File: config.mk
export PLATFORM = sky130hd
export DESIGN_NAME = serial_adder
export DESIGN_NICKNAME = d
export VERILOG_FILES = /design/src/rtl/serial_adder_pkg.sv /design/src/rtl/serial_adder_full_adder.sv /design/src/rtl/serial_adder.sv
export SDC_FILE = /design/constraint.sdc
export NUM_CORES = 1
export LEC_CHECK = 0
export ABC_AREA = 1
export ABC_CLOCK_PERIOD_IN_PS = 1380
export CORE_ASPECT_RATIO = 1.2
export CORE_MARGIN = 1.5
export CORE_UTILIZATION = 51
export DETAILED_ROUTE_END_ITERATION = 16
export HOLD_SLACK_MARGIN = 0.15
export PLACE_DENSITY = 0.81
export REMOVE_ABC_BUFFERS = 1
export SLEW_MARGIN = 10
export SYNTH_ARGS = -nofsm -noshare
export SYNTH_HDL_FRONTEND = slang
export SYNTH_SLANG_ARGS = --single-unit
File: constraint.sdc
create_clock -name i_clk -period 1.38 [get_ports i_clk]
set_clock_uncertainty 0.05 [all_clocks]
set_input_delay 0.414 -clock i_clk [delete_from_list [all_inputs] [get_ports i_clk]]
set_output_delay 0.414 -clock i_clk [all_outputs]
set_load 0.005 [all_outputs]
File: src/rtl/serial_adder_pkg.sv
// Shared types and sizing helpers for the bit-serial adder.
// Imported by the top; the full-adder cell is type-free and needs nothing from here.
package serial_adder_pkg;

    typedef enum logic [1:0] {
        IDLE = 2'd0,
        RUN  = 2'd1,
        DONE = 2'd2
    } state_t;

    localparam int DEFAULT_WIDTH = 8;

    // Bit counter only has to reach WIDTH-1, so clog2(WIDTH) bits suffice.
    function automatic int CNT_W(input int width);
        return (width <= 2) ? 1 : $clog2(width);
    endfunction

endpackage

File: src/rtl/serial_adder_full_adder.sv
// Single-bit full-adder cell time-shared across the word by serial_adder.
// Purely combinational: s = a^b^cin, cout = ab | cin(a^b).
module full_adder (
    input  logic i_a,
    input  logic i_b,
    input  logic i_cin,
    output logic o_s,
    output logic o_cout
);

    logic w_p;

    assign w_p    = i_a ^ i_b;
    assign o_s    = w_p ^ i_cin;
    assign o_cout = (i_a & i_b) | (i_cin & w_p);

endmodule

File: src/rtl/serial_adder.sv
// Bit-serial WIDTH-bit adder: one full-adder cell plus a carry flop, LSB first.
// start->done is WIDTH+1 cycles; start is ignored outside IDLE and never queued.
module serial_adder
    import serial_adder_pkg::*;
#(
    parameter int WIDTH = DEFAULT_WIDTH
) (
    input  logic             i_clk,
    input  logic             i_rst,
    input  logic             i_start,
    input  logic [WIDTH-1:0] i_a,
    input  logic [WIDTH-1:0] i_b,
    output logic             o_busy,
    output logic             o_done,
    output logic [WIDTH-1:0] o_sum,
    output logic             o_carry
);

    localparam int             CW       = CNT_W(WIDTH);
    localparam logic [CW-1:0]  LAST_BIT = CW'(WIDTH - 1);

    state_t           r_state;
    state_t           w_state_nxt;
    logic [WIDTH-1:0] r_a_sr;
    logic [WIDTH-1:0] r_b_sr;
    logic [WIDTH-1:0] r_res;
    logic             r_cff;
    logic [CW-1:0]    r_cnt;
    logic [WIDTH-1:0] r_sum;
    logic             r_carry;

    logic             w_s;
    logic             w_cout;
    logic             w_last;
    logic [WIDTH-1:0] w_res_nxt;

    full_adder u_fa (
        .i_a    (r_a_sr[0]),
        .i_b    (r_b_sr[0]),
        .i_cin  (r_cff),
        .o_s    (w_s),
        .o_cout (w_cout)
    );

    assign w_last = (r_cnt == LAST_BIT);
    // New sum bit enters at the MSB; written as a shift so WIDTH=1 needs no special case.
    assign w_res_nxt = (r_res >> 1) | (WIDTH'(w_s) << (WIDTH - 1));

    always_ff @(posedge i_clk) begin
        if (i_rst) begin
            r_state <= IDLE;
        end else begin
            r_state <= w_state_nxt;
        end
    end

    always_comb begin
        w_state_nxt = r_state;
        case (r_state)
            IDLE:    if (i_start) w_state_nxt = RUN;
            RUN:     if (w_last)  w_state_nxt = DONE;
            DONE:    w_state_nxt = IDLE;
            default: w_state_nxt = IDLE;
        endcase
    end

    always_comb begin
        o_busy = 1'b0;
        o_done = 1'b0;
        case (r_state)
            RUN:     o_busy = 1'b1;
            DONE:    o_done = 1'b1;
            default: ;
        endcase
    end

    always_ff @(posedge i_clk) begin
        if (i_rst) begin
            r_a_sr  <= '0;
            r_b_sr  <= '0;
            r_res   <= '0;
            r_cff   <= 1'b0;
            r_cnt   <= '0;
            r_sum   <= '0;
            r_carry <= 1'b0;
        end else begin
            case (r_state)
                IDLE: begin
                    if (i_start) begin
                        r_a_sr <= i_a;
                        r_b_sr <= i_b;
                        r_res  <= '0;
                        r_cff  <= 1'b0;
                        r_cnt  <= '0;
                    end
                end
                RUN: begin
                    r_a_sr <= r_a_sr >> 1;
                    r_b_sr <= r_b_sr >> 1;
                    r_res  <= w_res_nxt;
                    r_cff  <= w_cout;
                    r_cnt  <= r_cnt + 1'b1;
                    // Visible result only moves on the completing edge.
                    if (w_last) begin
                        r_sum   <= w_res_nxt;
                        r_carry <= w_cout;
                    end
                end
                default: ;
            endcase
        end
    end

    assign o_sum   = r_sum;
    assign o_carry = r_carry;

endmodule

==> results by group, run 1 <==
Power
  – Worst vdd ir: 0.8825 mV
  – Cell Pwr Density: 1016 mW/mm^2
  – Power Total: ~2300 uW
  – LEAKAGE: 0.001010 uW

Worst hold path
  – Hold_sp: r_res[5]
  – Hold Crit Class: reg2reg

Timing
  – FMAX: 685.2 MHz
  – Setup TNS: -0.1480 ns
  – Worst setup margin: -0.07944 ns
  – Final Hold Vio Count: 0
  – Final setup viols: 2
  – Slew @ Worst Pin: 0.2790 ns
  – Slew headroom: 0.8140
  – Period utilisation layout: 1.058
  – RSZ-0062 raised after global routing: true
  – Post-layout min period: 1.459 ns
  – Max Slew Vio Count: 0

Drt
  – Vias/cell: 5.214
  – Final ANT Viol Nets: 0
  – Highest metal used: met4
  – Met2 WL: 1899 um
  – DRT Pass-1 Iters: 4
  – Routed wl met3: 252 um
  – Met1 Routed Length: about 1600 um
  – Post-route DRC: 0
  – Final wirelength: 3792 um
  – Drt first-iter violations: 64
  – Avg WL per Cell: 12.12 um
  – Via count: 1632

Clocking
  – Worst-path clk slew: ~0.11 ns
  – Worst skew pair latency: between 0.3 and 0.4 ns
  – Post-cts hold buffer count: 0
  – Number of H-tree levels: 2
  – Buffer depth of the longest clock path: 2
  – Clock Tree Root: clkbuf_4
  – CTS tree: yes
  – CTS Sinks: 38
  – Total CTS buffers: 5

Setup path
  – Top fanout value on the critical path: 3
  – Worst setup startpoint: r_state[1]
  – WS Path Type: reg2out
  – CP required: just over 0.9 ns
  – WP data arrival: 1.00 ns
  – Worst reg2reg path startpoint: r_state[1]
  – CP startpoint kind: flip-flop
  – CP endpoint kind: primary output

Logic synthesis
  – Synth top area share: 0.4494
  – Leading area contributor after synthesis: dfxtp_1
  – Mean Syn Cell Area: 7.235 sq um
  – EDFF count, synth: 0
  – Warnings, synthesis: 0
  – Register area share after synthesis: 0.4494
  – Async SR Flop Fraction: 0
  – Yosys reg bits: 38
  – Synthesized cell area: about 0.0017 sq mm
  – Yosys cell types: 18
  – Syn Inst Count: 234
  – Main flop type after synthesis: dfxtp_1
  – Main area contributors after synthesis: dfxtp_1, nand3_1, nand2_1, a21oi_1, inv_1

Global routing
  – Initial antenna violation count: 0
  – Largest net degree at the start of global routing: 27
  – First-pass GRT wire length: between 6000 and 7000 um
  – Vias in the first global route: 1470
  – Total congestion overflow: 0
  – All-Layer GR Usage: 0.2115

Final layout
  – Area Overhead vs Synth: 32.15%
  – Layout cells sized above 1: 0.2347
  – Final #Nets: approximately 300
  – Diode count: 0
  – Most frequent cells in the layout: nand3_1, nand2_1, inv_1
  – Commonest non-fill, non-tap cell in the layout: nand3_1

Floorplan
  – Die area: 0.003676 sq mm
  – Core area: around 0.0031 sq mm
  – Die width: about 56 um
  – Chip Height: 66.12 um
  – Row cnt: 22
  – Ports: 30
  – Starting Density: 0.5442

Status
  – Failing checks: negative setup slack
  – Status: complete, but fails checks

Job
  – Max-Cap Viols: 0

Place
  – IO buf count: 29
  – HPWL after DPL: 2414 um
  – RD Place Congestion: 0.7729
[path summary, 6_finish.rpt]
path / to / slack [ns] / depth (start not counted)
setup / recovery: o_done / -0.08 / 3
hold / removal: o_sum[4] / 0.42 / 2
setup reg to reg: r_a_sr[2] / 0.08 / 7
hold reg to reg: o_sum[4] / 0.42 / 2
[worst max-delay path, cell delays in order, from the launching register on]
cell and delay [ns]:
dfxtp_2 0.37, inv_4 0.05, nor2_4 0.10, buf_2 0.11
[cell type report]
class / count / area, sq um
inverters: 31 / 126.4
multi-input cells: 150 / 775.7
clock inverters: 3 / 40.04
clock buffers: 5 / 37.54
well taps: 36 / 45.04
fillers: 253 / 873.3
repair inverters: 1 / 6.256
repair buffers: 49 / 429.2
flip-flops and latches: 38 / 777.0
[power by group]
| part | switching (uW) | internal (uW) | leakage (uW) |
|---|---|---|---|
| clock | 375 | 375 | 0.0000450 |
| sequential | 27.1 | 1140 | 0.000316 |
| combinational | 184 | 167 | 0.000649 |
| total | 586 | 1690 | 0.00101 |
[routing by layer]
metal	track usage	up-vias
li1	-	836
met1	0.2273	722
met2	0.3839	63
met3	0.06262	11
met4	0.09146	0
met5	0	-
[kinds of logic (layout without fill, tap and decap cells)]
family | after synthesis | in the layout | synth area share
adder cells (fa/ha/maj) | 3 | 3 | 0.02661
AND/OR/NAND/NOR | 119 | 119 | 0.3141
AO/OA/AOI/OAI | 28 | 28 | 0.08426
flip-flops | 38 | 38 | 0.4494
buffers and inverters | 46 | 89 | 0.1256
[synthesized netlist by cell type (3+ instances only)]
cell	number
nand3_1	58
nand2_1	45
dfxtp_1	38
inv_1	28
a21oi_1	25
nor2_1	13
buf_2	5
buf_4	5
clkbuf_1	3
[registers in the layout, indices dropped and copies added (netlist names)]
register and flops:
o_carry 1, r_a_sr 8, r_cnt 3, r_state 2
r_res 7, r_b_sr 8, r_cff 1, o_sum 8
[stage by stage]
| step | cells | cell area (sq um) | utilization | setup slack, ns | hold slack (ns) |
|---|---|---|---|---|---|
| floorplan | 219 | 1597 | - | -0.2276 | 0.3791 |
| global placement | 301 | 2059 | 0.6621 | -0.2334 | 0.4028 |
| detailed placement | 301 | 2059 | 0.6621 | -0.2719 | 0.4090 |
| CTS | 310 | 2173 | 0.6987 | -0.08570 | 0.4208 |
| global route | 313 | 2237 | 0.7192 | -0.1233 | 0.4330 |
| finish | 313 | 2237 | 0.7192 | -0.07944 | 0.4184 |
[what timing repair did]
action	4_1_cts	5_1_grt
pin swaps	2	2
cloned	0	2
gates resized for setup	46	27
endpoints found under the setup margin	20	46
setup buffers	1	2
(Power assumes the default switching activity.)
==> run 2, diff against run 1 <==
Settings changed: CTS_CLUSTER_SIZE set to 28.
==> results of run 2 <==
Final layout, timing and power as in run 1 (identical DEF).
==> run 3, diff against run 2 <==
Settings changed: CORE_UTILIZATION 51 to 62, DONT_BUFFER_PORTS set to 1, SYNTH_HIERARCHICAL set to 1.
==> run 3 against run 2 <==
Effect of this change: critical path depth is the same; total power rose by 8.8%; register-to-register slack lost 0.02 ns; global-route usage is 2.5 points higher; largest cell class is now multi-input gates; first-iteration DRC count shrank 34%; critical endpoint is now o_busy; the run still ends with negative setup slack left; critical path type unchanged; synthesized cell count shrank 0.43%; final cell count fell by 11%; fmax is 3.2% higher; clock-buffer cell count rose by 1.
==> results by group, run 3 <==
Status
  – Status: complete, but fails checks
  – Failing checks: negative setup slack

Setup path
  – Top fanout value on the critical path: 8
  – CP cell instances: clkinv_4 > nand2_8 > inv_8
  – Crit-path max cell delay: approximately 0.37 ns
  – CP endpoint kind: primary output
  – CP startpoint kind: flip-flop
  – WS Path Type: reg2out
  – FF-to-FF setup slack: around 0.060 ns
  – Worst r2r path cells: 8
  – Worst R2R End: o_sum[2]
  – CP delay by family, top: flip-flops
  – WP data arrival: around 0.95 ns
  – Worst reg2reg path startpoint: r_cnt[0]
  – Critical-path top delay cell: dfxtp_2
  – CP endpoint: o_busy
  – Worst setup startpoint: r_state[1]
  – Worst path depth: 3
  – WP buf/inv: 2
  – CP required: 0.92 ns

Final layout
  – Layout cells sized above 1: 0.2571
  – Layout Cells excl Fill: 279
  – Fillers: 221
  – Final instance area: 0.002092 sq mm
  – Final #Nets: 266
  – Area Overhead vs Synth: 13.28%
  – Commonest non-fill, non-tap cell in the layout: nand3_1
  – Most frequent cells in the layout: nand3_1, nand2_1, dfxtp_1
  – Diode count: 0

Logic synthesis
  – Yosys cell types: 22
  – Synth cell count leaders: nand3_1, nand2_1, dfxtp_1
  – Async SR Flop Fraction: 0
  – EDFF count, synth: 0
  – Main flop type after synthesis: dfxtp_1
  – Yosys reg bits: 38
  – Warnings, synthesis: 6
  – Synth top area share: 0.4119
  – Leading area contributor after synthesis: dfxtp_1
  – Synthesized cell area: 0.001847 sq mm
  – Main area contributors after synthesis: dfxtp_1, nand3_1, nand2_1, inv_1, nand3_2
  – Most common cell in the netlist: nand3_1
  – Syn Inst Count: 233
  – Register area share after synthesis: 0.4119
  – Mean Syn Cell Area: 7.926 sq um

Drt
  – Via count: 1524
  – Final ANT Viol Nets: 0
  – Vias/cell: 5.462
  – Post-route DRC: 0
  – Drt first-iter violations: 42
  – Avg WL per Cell: 12.99 um
  – DRT Pass-1 Iters: 5
  – Final wirelength: 3625 um

Timing
  – Final Hold Vio Count: 0
  – Slew @ Worst Pin: 0.2752 ns
  – FMAX: roughly 710 MHz
  – WHS: 0.1571 ns
  – Post-layout min period: 1.414 ns
  – RSZ-0062 raised after global routing: true
  – Slew headroom: 0.8164
  – Final setup viols: 2
  – Period utilisation layout: 1.025
  – Max Slew Vio Count: 0
  – Worst setup margin: -0.03414 ns

Power
  – LEAKAGE: 0.0008993 uW
  – Total net switching power: 579.6 uW
  – Switch share: 0.2344
  – Fraction of power consumed by combinational cells: 0.128
  – Worst vdd ir: 1.133 mV
  – Reg power frac: 0.475
  – Cell Pwr Density: 1182 mW/mm^2
  – Clock power frac: 0.397
  – P_int: approximately 1900 uW

Clocking
  – Worst skew pair latency: ~0.35 ns
  – CTS Sinks: 38
  – Clock Tree Root: clkbuf_4
  – Total CTS buffers: 5
  – Worst-path clk slew: 0.12 ns
  – CTS tree: yes
  – Buffer depth of the longest clock path: 2
  – Number of H-tree levels: 2

Place
  – Placed insts: ~270
  – Placed instance area: between 0.0015 and 0.002 sq mm
  – RD Place Congestion: 0.7556
  – IO buf count: 0
  – HPWL after DPL: around 2300 um

Global routing
  – First-pass GRT wire length: just under 6000 um
  – Initial antenna violation count: 0
  – Total congestion overflow: 0
  – Largest net degree at the start of global routing: 26
  – All-Layer GR Usage: 0.2365
  – Vias in the first global route: about 1.4k

Floorplan
  – Die area: 0.003316 sq mm
  – Row cnt: 21
  – Die width: approximately 53 um
  – Ports: 30
  – Core area: approximately 0.0028 sq mm
  – Chip Height: 62.79 um
  – Starting Density: 0.6569

Job
  – Max-Cap Viols: 0

Worst hold path
  – Hold Crit Class: in2reg
  – Hold_sp: i_b[7]
run 3: changes by cell type after synthesis, moves of 6 or more:
cell / before / now
a21oi_1: 25 / 15
a21oi_2: 0 / 10
nand3_1: 58 / 52
nand3_2: 0 / 10
nor2_1: 13 / 6
run 3: stage by stage:
step | setup WS, ns | setup TNS [ns] | power [uW] | utilization
after floorplan | -0.1656 | -0.7144 | 1379 | -
after global placement | 0.1162 | 0 | 1457 | 0.6595
after detailed placement | 0.07946 | 0 | 1464 | 0.6595
after CTS | -0.04176 | -0.07245 | 2445 | 0.7156
after global routing | -0.07558 | -0.1793 | 2579 | 0.7441
final | -0.03414 | -0.06502 | 2473 | 0.7441
run 3: worst min path at each step:
| stage | slack [ns] | cells past startpoint | end |
|---|---|---|---|
| CTS | 0.05 | 1 | r_cff |
| floorplan | 0.38 | 1 | r_cnt[0] |
| detailed placement | 0.41 | 2 | r_res[1] |
| global route | 0.15 | 2 | r_b_sr[7] |
| global placement | 0.39 | 1 | r_cnt[0] |
| finish | 0.16 | 2 | r_b_sr[7] |
run 3: power by group through the flow:
stage | combinational, uW | clock, uW | sequential, uW
after global placement | 259 | 0 | 1200
after CTS | 280 | 991 | 1170
after detailed placement | 266 | 0 | 1200
final | 316 | 981 | 1180
after floorplan | 180 | 0 | 1200
after global routing | 358 | 1040 | 1180
run 3: cells by family (layout without fill, tap and decap cells):
group,after synthesis,in the layout,share of synthesized area
DFF,38,38,0.4119
buffers and inverters,47,59,0.1382
AOI/OAI and AO/OA,28,28,0.09756
adders and majority gates,3,3,0.02439
and+or+nand+nor,117,117,0.3279
run 3: routing by layer:
layer	global-route usage	routed length [um]
met1	0.2663	1546
met2	0.3984	1828
met3	0.08373	199
met4	0.08654	51
met5	0	0
run 3: what timing repair did:
action / 4_1_cts / 5_1_grt
setup buffers: 3 / 1
setup endpoints to repair: 2 / 22
cloned: 0 / 1
hold endpoints to repair: 24 / 24
pin swaps: 2 / 2
resized for setup: 9 / 14
run 3: worst reg2reg max path, cell delays in order, from the launching register on:
cell and delay [ns]:
dfxtp_2 0.35, ha_1 0.20, ha_2 0.18, inv_2 0.06
nor2_4 0.05, nand2_4 0.09, clkinvlp_4 0.13, nand2_1 0.08
nand2_1 0.04
run 3: cell type report:
type                       instances  area, sq um  area share
clock inverter                     2        60.06     0.02871
timing repair buffer              18        166.4     0.07955
tap                               34        42.54     0.02033
clock buffer                       6        51.30     0.02452
inverter                          32        137.6     0.06579
multi-input combinational        148        859.6      0.4109
timing repair inverter             1        7.507    0.003589
sequential                        38        767.0      0.3666
